<file path="config.mk">
export PLATFORM = sky130hd
export DESIGN_NAME = wb_arbiter_2m_flat
export DESIGN_NICKNAME = d
export VERILOG_FILES = /design/src/rtl/wb_arbiter_2m_if.sv /design/src/rtl/wb_arbiter_2m.sv /design/src/flat_wrapper.sv
export SDC_FILE = /design/constraint.sdc
export NUM_CORES = 1
export LEC_CHECK = 0
export ABC_AREA = 1
export CAP_MARGIN = 0
export CORE_AREA = 2 2 120 122
export DETAILED_ROUTE_END_ITERATION = 10
export DIE_AREA = 0 0 122 124
export PLACE_DENSITY = 0.65
export SYNTH_ARGS = -nofsm -noshare
export SYNTH_HDL_FRONTEND = slang
export SYNTH_SLANG_ARGS = --single-unit
</file>
<file path="constraint.sdc">
create_clock -name clk -period 1.1 [get_ports clk]
set_input_delay 0.165 -clock clk [delete_from_list [all_inputs] [get_ports clk]]
set_output_delay 0.165 -clock clk [all_outputs]
set_load 0.02 [all_outputs]
</file>
<file path="src/rtl/wb_arbiter_2m_if.sv">
// Wishbone-style port bundle shared by the arbiter's master and slave sides.
// The master modport is what a bus initiator drives; the slave modport is what a
// target drives. The err line only travels from target to initiator.
interface wb_arbiter_2m_if #(
    parameter int ADDR_W = 32,
    parameter int DATA_W = 32
);
    logic              cyc;
    logic              stb;
    logic              we;
    logic [ADDR_W-1:0] addr;
    logic [1:0]        width;
    logic [DATA_W-1:0] data_write;
    logic [DATA_W-1:0] data_read;
    logic              ack;
    logic              err;

    modport master (
        output cyc, stb, we, addr, width, data_write,
        input  data_read, ack
    );

    modport slave (
        input  cyc, stb, we, addr, width, data_write,
        output data_read, ack, err
    );
endinterface

</file>
<file path="src/rtl/wb_arbiter_2m.sv">
// Two-master to one-slave Wishbone arbiter for the shared on-chip memory.
// Master 0 is instruction fetch, master 1 is the load/store unit. Grants are
// round-robin and held for the whole bus cycle (cyc lock). A watchdog ends a
// tenure with a one-cycle err pulse when the slave stalls too long.
// Bus controls and responses pass through combinationally once granted, so a
// combinational slave can ack in the first granted cycle.
module wb_arbiter_2m #(
    parameter int ADDR_W  = 32,
    parameter int DATA_W  = 32,
    parameter int TIMEOUT = 16
) (
    input  logic            clk,
    input  logic            rst,
    wb_arbiter_2m_if.slave  m0,
    wb_arbiter_2m_if.slave  m1,
    wb_arbiter_2m_if.master s,
    output logic [1:0]      gnt
);
    localparam int              WD_W    = $clog2(TIMEOUT);
    localparam logic [WD_W-1:0] WD_LAST = WD_W'(TIMEOUT - 1);
    localparam logic [WD_W-1:0] WD_ZERO = {WD_W{1'b0}};
    localparam logic [WD_W-1:0] WD_ONE  = WD_W'(1);

    typedef enum logic [0:0] {
        ST_IDLE = 1'b0,
        ST_BUSY = 1'b1
    } state_t;

    state_t          state_r;
    logic [1:0]      gnt_r;
    logic            last_r;
    logic [WD_W-1:0] wd_cnt_r;

    logic              req0_s;
    logic              req1_s;
    logic              busy_s;
    logic              g_cyc_s;
    logic              g_stb_s;
    logic              g_we_s;
    logic [ADDR_W-1:0] g_addr_s;
    logic [1:0]        g_width_s;
    logic [DATA_W-1:0] g_wdata_s;
    logic              s_cyc_s;
    logic              s_stb_s;
    logic              timeout_s;
    logic              sel0_s;
    logic              sel1_s;

    assign req0_s = m0.cyc & m0.stb;
    assign req1_s = m1.cyc & m1.stb;
    assign busy_s = (state_r == ST_BUSY);
    assign sel0_s = busy_s & gnt_r[0];
    assign sel1_s = busy_s & gnt_r[1];

    // Route the currently granted master's request fields toward the slave.
    always_comb begin
        g_cyc_s   = m0.cyc;
        g_stb_s   = m0.stb;
        g_we_s    = m0.we;
        g_addr_s  = m0.addr;
        g_width_s = m0.width;
        g_wdata_s = m0.data_write;
        if (gnt_r[1]) begin
            g_cyc_s   = m1.cyc;
            g_stb_s   = m1.stb;
            g_we_s    = m1.we;
            g_addr_s  = m1.addr;
            g_width_s = m1.width;
            g_wdata_s = m1.data_write;
        end else begin
            g_cyc_s   = m0.cyc;
            g_stb_s   = m0.stb;
            g_we_s    = m0.we;
            g_addr_s  = m0.addr;
            g_width_s = m0.width;
            g_wdata_s = m0.data_write;
        end
    end

    // Dropping cyc removes cyc/stb from the slave in the same cycle.
    assign s_cyc_s   = busy_s & g_cyc_s;
    assign s_stb_s   = s_cyc_s & g_stb_s;
    // A same-cycle ack beats the watchdog.
    assign timeout_s = s_stb_s & ~s.ack & (wd_cnt_r == WD_LAST);

    assign s.cyc        = s_cyc_s;
    assign s.stb        = s_stb_s;
    assign s.we         = busy_s & g_we_s;
    assign s.addr       = busy_s ? g_addr_s  : {ADDR_W{1'b0}};
    assign s.width      = busy_s ? g_width_s : 2'b00;
    assign s.data_write = busy_s ? g_wdata_s : {DATA_W{1'b0}};

    // Responses are suppressed while reset is asserted so an aborted cycle reports nothing.
    assign m0.ack       = sel0_s & s.ack & ~rst;
    assign m1.ack       = sel1_s & s.ack & ~rst;
    assign m0.err       = sel0_s & timeout_s & ~rst;
    assign m1.err       = sel1_s & timeout_s & ~rst;
    assign m0.data_read = sel0_s ? s.data_read : {DATA_W{1'b0}};
    assign m1.data_read = sel1_s ? s.data_read : {DATA_W{1'b0}};

    assign gnt = gnt_r;

    // Arbitration FSM: round-robin grant from IDLE, cyc-locked tenure, watchdog abort.
    always_ff @(posedge clk) begin
        if (rst) begin
            state_r  <= ST_IDLE;
            gnt_r    <= 2'b00;
            last_r   <= 1'b1;
            wd_cnt_r <= WD_ZERO;
        end else begin
            case (state_r)
                ST_IDLE: begin
                    wd_cnt_r <= WD_ZERO;
                    if (req0_s & req1_s) begin
                        state_r <= ST_BUSY;
                        gnt_r   <= last_r ? 2'b01 : 2'b10;
                        last_r  <= ~last_r;
                    end else if (req0_s) begin
                        state_r <= ST_BUSY;
                        gnt_r   <= 2'b01;
                        last_r  <= 1'b0;
                    end else if (req1_s) begin
                        state_r <= ST_BUSY;
                        gnt_r   <= 2'b10;
                        last_r  <= 1'b1;
                    end else begin
                        state_r <= ST_IDLE;
                        gnt_r   <= 2'b00;
                    end
                end
                ST_BUSY: begin
                    if (timeout_s | ~g_cyc_s) begin
                        state_r  <= ST_IDLE;
                        gnt_r    <= 2'b00;
                        wd_cnt_r <= WD_ZERO;
                    end else if (s.ack | ~s_stb_s) begin
                        wd_cnt_r <= WD_ZERO;
                    end else begin
                        wd_cnt_r <= wd_cnt_r + WD_ONE;
                    end
                end
                default: begin
                    state_r  <= ST_IDLE;
                    gnt_r    <= 2'b00;
                    wd_cnt_r <= WD_ZERO;
                end
            endcase
        end
    end
endmodule

</file>
<file path="src/flat_wrapper.sv">
// flat-port wrapper written by rule: the top's interface ports become plain ports
module wb_arbiter_2m_flat 
#(
    parameter int ADDR_W  = 32,
    parameter int DATA_W  = 32,
    parameter int TIMEOUT = 16
)
  (clk, rst, gnt, m0_cyc, m0_stb, m0_we, m0_addr, m0_width, m0_data_write, m0_data_read, m0_ack, m0_err, m1_cyc, m1_stb, m1_we, m1_addr, m1_width, m1_data_write, m1_data_read, m1_ack, m1_err, s_cyc, s_stb, s_we, s_addr, s_width, s_data_write, s_data_read, s_ack);
  wb_arbiter_2m_if #(.ADDR_W(ADDR_W), .DATA_W(DATA_W)) m0_i ();
  wb_arbiter_2m_if #(.ADDR_W(ADDR_W), .DATA_W(DATA_W)) m1_i ();
  wb_arbiter_2m_if #(.ADDR_W(ADDR_W), .DATA_W(DATA_W)) s_i ();
  input  logic clk;
  input  logic rst;
  output logic [1:0] gnt;
  input wire logic [$bits(m0_i.cyc)-1:0] m0_cyc;
  input wire logic [$bits(m0_i.stb)-1:0] m0_stb;
  input wire logic [$bits(m0_i.we)-1:0] m0_we;
  input wire logic [$bits(m0_i.addr)-1:0] m0_addr;
  input wire logic [$bits(m0_i.width)-1:0] m0_width;
  input wire logic [$bits(m0_i.data_write)-1:0] m0_data_write;
  output wire logic [$bits(m0_i.data_read)-1:0] m0_data_read;
  output wire logic [$bits(m0_i.ack)-1:0] m0_ack;
  output wire logic [$bits(m0_i.err)-1:0] m0_err;
  input wire logic [$bits(m1_i.cyc)-1:0] m1_cyc;
  input wire logic [$bits(m1_i.stb)-1:0] m1_stb;
  input wire logic [$bits(m1_i.we)-1:0] m1_we;
  input wire logic [$bits(m1_i.addr)-1:0] m1_addr;
  input wire logic [$bits(m1_i.width)-1:0] m1_width;
  input wire logic [$bits(m1_i.data_write)-1:0] m1_data_write;
  output wire logic [$bits(m1_i.data_read)-1:0] m1_data_read;
  output wire logic [$bits(m1_i.ack)-1:0] m1_ack;
  output wire logic [$bits(m1_i.err)-1:0] m1_err;
  output wire logic [$bits(s_i.cyc)-1:0] s_cyc;
  output wire logic [$bits(s_i.stb)-1:0] s_stb;
  output wire logic [$bits(s_i.we)-1:0] s_we;
  output wire logic [$bits(s_i.addr)-1:0] s_addr;
  output wire logic [$bits(s_i.width)-1:0] s_width;
  output wire logic [$bits(s_i.data_write)-1:0] s_data_write;
  input wire logic [$bits(s_i.data_read)-1:0] s_data_read;
  input wire logic [$bits(s_i.ack)-1:0] s_ack;
  assign m0_i.cyc = m0_cyc;
  assign m0_i.stb = m0_stb;
  assign m0_i.we = m0_we;
  assign m0_i.addr = m0_addr;
  assign m0_i.width = m0_width;
  assign m0_i.data_write = m0_data_write;
  assign m0_data_read = m0_i.data_read;
  assign m0_ack = m0_i.ack;
  assign m0_err = m0_i.err;
  assign m1_i.cyc = m1_cyc;
  assign m1_i.stb = m1_stb;
  assign m1_i.we = m1_we;
  assign m1_i.addr = m1_addr;
  assign m1_i.width = m1_width;
  assign m1_i.data_write = m1_data_write;
  assign m1_data_read = m1_i.data_read;
  assign m1_ack = m1_i.ack;
  assign m1_err = m1_i.err;
  assign s_cyc = s_i.cyc;
  assign s_stb = s_i.stb;
  assign s_we = s_i.we;
  assign s_addr = s_i.addr;
  assign s_width = s_i.width;
  assign s_data_write = s_i.data_write;
  assign s_i.data_read = s_data_read;
  assign s_i.ack = s_ack;
  wb_arbiter_2m #(.ADDR_W(ADDR_W), .DATA_W(DATA_W), .TIMEOUT(TIMEOUT)) u_core (.clk(clk), .rst(rst), .m0(m0_i), .m1(m1_i), .s(s_i), .gnt(gnt));
endmodule
</file>
==> results of run 1 <==
critical path, cell delays in order (launching register included):
cell and delay [ps]:
dfxtp_4 460, buf_12 170, buf_16 150, o21ai_2 60, nor2_2 190, buf_6 150
report_power, final:
part           internal (W)  leakage, nW  switching [W]
clock              0.000483       0.0382       0.000141
combinational       0.00133         2.82        0.00115
sequential         0.000302       0.0676      0.0000278
layout by cell type (no fill, tap or decap), drive strengths merged, types with 2 or more instances in the layout:
| master | instances |
|---|---|
| nand2 | 18 |
| clkdlybuf4s50 | 170 |
| nand3 | 7 |
| buf | 178 |
| nor3 | 5 |
| nor2 | 206 |
| clkdlybuf4s15 | 11 |
| inv | 43 |
| clkbuf | 11 |
| dfxtp | 8 |
| nand4 | 2 |
| o21ai | 69 |
Yosys cell counts, drive strengths merged:
master / n / area (um2)
o21ai: 69 / 345.3
nand2: 18 / 70.07
nand4: 2 / 18.77
o2111ai: 1 / 8.760
xnor2: 1 / 8.760
ha: 1 / 12.51
dfxtp: 8 / 160.2
buf: 18 / 108.9
xor2: 1 / 8.760
inv: 43 / 161.4
nor3: 5 / 30.03
nand3: 7 / 45.04
clkbuf: 11 / 41.29
nor2: 206 / 778.2
through the flow:
step                      hold WS (ps)  setup TNS [ps]  area, um2  power [W]  utilization
after floorplan                  263.4          -23250       2237   0.001114            -
after global placement           482.0          -84060       5708   0.002286       0.4161
after detailed placement         485.9          -83980       5708   0.002289       0.4161
after CTS                        490.7          -53700       6032   0.003090       0.4397
after global routing             503.1          -60500       7121   0.003601       0.5190
final                            472.0          -51660       7121   0.003427       0.5190
sequential cells by signal (all words and copies together), names as in the netlist:
name	cells
u_core.busy_s	1
u_core.wd_cnt_r	4
u_core.last_r	1
u_core.gnt	2
layout make-up:
type / count / area [um2]
Clock buffer: 4 / 78.83
Fill cell: 1260 / 6599
Inverter: 43 / 168.9
Multi-Input combinational cell: 311 / 2415
Sequential cell: 8 / 170.2
Tap cell: 180 / 225.2
Timing Repair Buffer: 368 / 4063
worst min path at each step:
| stage | from | cells past startpoint | end |
|---|---|---|---|
| 6_report | m0_cyc | 5 | u_core.wd_cnt_r[1] |
| 5_1_grt | m0_cyc | 5 | u_core.wd_cnt_r[1] |
| 4_1_cts | u_core.last_r | 2 | u_core.last_r |
| 3_5_place_dp | u_core.last_r | 2 | u_core.last_r |
| 3_3_place_gp | u_core.last_r | 2 | u_core.last_r |
| 2_1_floorplan | rst | 1 | u_core.busy_s |
kinds of logic after synthesis:
logic type / Yosys count / share of synthesized area
and+or+nand+nor: 238 / 0.5240
xor gates and xnor gates: 2 / 0.009744
buffers and inverters: 72 / 0.1733
DFF: 8 / 0.08907
AOI/OAI and AO/OA: 70 / 0.1969
adders and majority gates: 1 / 0.006958
per-layer routing:
metal | global-route usage | routed length (um)
met5 | 0 | 0
met1 | 0.1954 | 5557
met3 | 0.02473 | 817
met2 | 0.2776 | 7580
met4 | 0.01365 | 138
what timing repair did:
| action | in CTS | in global routing |
|---|---|---|
| gates resized for setup | 773 | 242 |
| pin swaps | 24 | 45 |
| cloned | 8 | 6 |
| buffers inserted | 3 | 5 |
| endpoints found under the setup margin | 146 | 147 |
==> out/results.tsv, run 1 <==
stage	metric	value	unit
die	die_w	122	um
run_status	violations	setup timing	
sta	slew_violations	0	
layout	finalNonFillerCells	914	
route	drt_iter0_drc	76	
die	dieArea	15130	um2
placed_design	dp_slack	-1038	ps
sta	worst_slew_pin_slew	258.5	ps
synthesis	yosys_warnings	0	
sta	skew	1.435	ps
global_route	grt-ovfl-total	0	
worst_setup_path	endpoint	s_data_write[1]	
layout	fin_nets	909	
worst_setup_path	r2r-start	u_core.gnt[1]	
worst_hold_path	hold_class	primary input to register	
die	dieHeight	124	um
run_status	status	finished with violations	
synthesis	synth_fp_nets	565	
layout	drive_gt1_frac	0.5640	
placed_design	placedCellCount	888	
die	ios	312	
synthesis	synth_area	1798	um2
sta	final-hold-violation-count	0	
synthesis	synth-seq-area-share	0.08907	
synthesis	syn_inst	391	
sta	setup_viol	146	
pwr	powerDensity	481.2	nW/um2
sta	rsz0062_at_grt	true	
layout	antenna_cells	0	
worst_setup_path	start_kind	register	
cts	cts_buffers	3	
route	wire_per_inst	15.42	um
route	via_per_inst	4.098	
sta	final.min_clock_period	1586	ps
global_route	grt_use_total	0.1523	
die	fp-row-count	43	
cts	cts_sinks	8	
synthesis	ys_ff_latch	8	
worst_setup_path	path_class	register to output port	
global_route	antenna_found_initial	0	
sta	max_freq	630.5	MHz
route	num_vias	3746	
placed_design	hpwl	9319	um
route	ant_nets	0	
placed_design	port_buffers	311	
worst_setup_path	startpoint	u_core.gnt[1]	
worst_setup_path	reg2reg_to	u_core.wd_cnt_r[0]	
synthesis	syn_area_per_cell	4.598	um2
die	start_util	0.1311	
sta	maxSlewHeadroom	0.8265	
worst_setup_path	cp.required	940	ps
cts	path_clk_slew	40	ps
worst_setup_path	worst-r2r-cell-count	9	
cts	clk_latency	230	ps
worst_setup_path	crit_path_end_kind	output port	
worst_setup_path	rrSetupSlack	-290	ps
sta	finalCritPeriodShare	1.442	
sta	finalWorstSetupSlack	-486.2	ps
layout	area_delta_synth_final	296.0	%
global_route	grt_pass1_wl	18210	um
pwr	ir_drop	0.8311	mV
cts	ctsHoldBuffers	0	
worst_setup_path	cp.arrival	1420	ps
global_route	grt_max_degree	45	
route	wl	14090	um
route	first_pass_iters	4	
flow_run	drv_cap	0	
route	drcViolationCount	0	
cts	cts_buffer_depth	2	
cts	cts_tree	built	
cts	cts-root-buf	clkbuf_16	
placed_design	gp_congestion	0.7748	
global_route	grt_pass1_vias	3330	
cts	h-tree-depth	1	
synthesis	ys_types	24	
worst_setup_path	crit_fanout	8	
pwr	p_leak	2.924	nW
die	fp.coreArea	13720	um2
Note: power is estimated with default switching activity, not from simulation.
==> inputs of run 2 (changes only) <==
--- a/config.mk
+++ b/config.mk
@@ -11,6 +11,7 @@
 export DETAILED_ROUTE_END_ITERATION = 10
 export DIE_AREA = 0 0 122 124
 export PLACE_DENSITY = 0.65
+export SLEW_MARGIN = 20
 export SYNTH_ARGS = -nofsm -noshare
 export SYNTH_HDL_FRONTEND = slang
 export SYNTH_SLANG_ARGS = --single-unit
==> results of run 2 <==
Same layout as run 1: the final DEF is identical, and so are final timing and power.
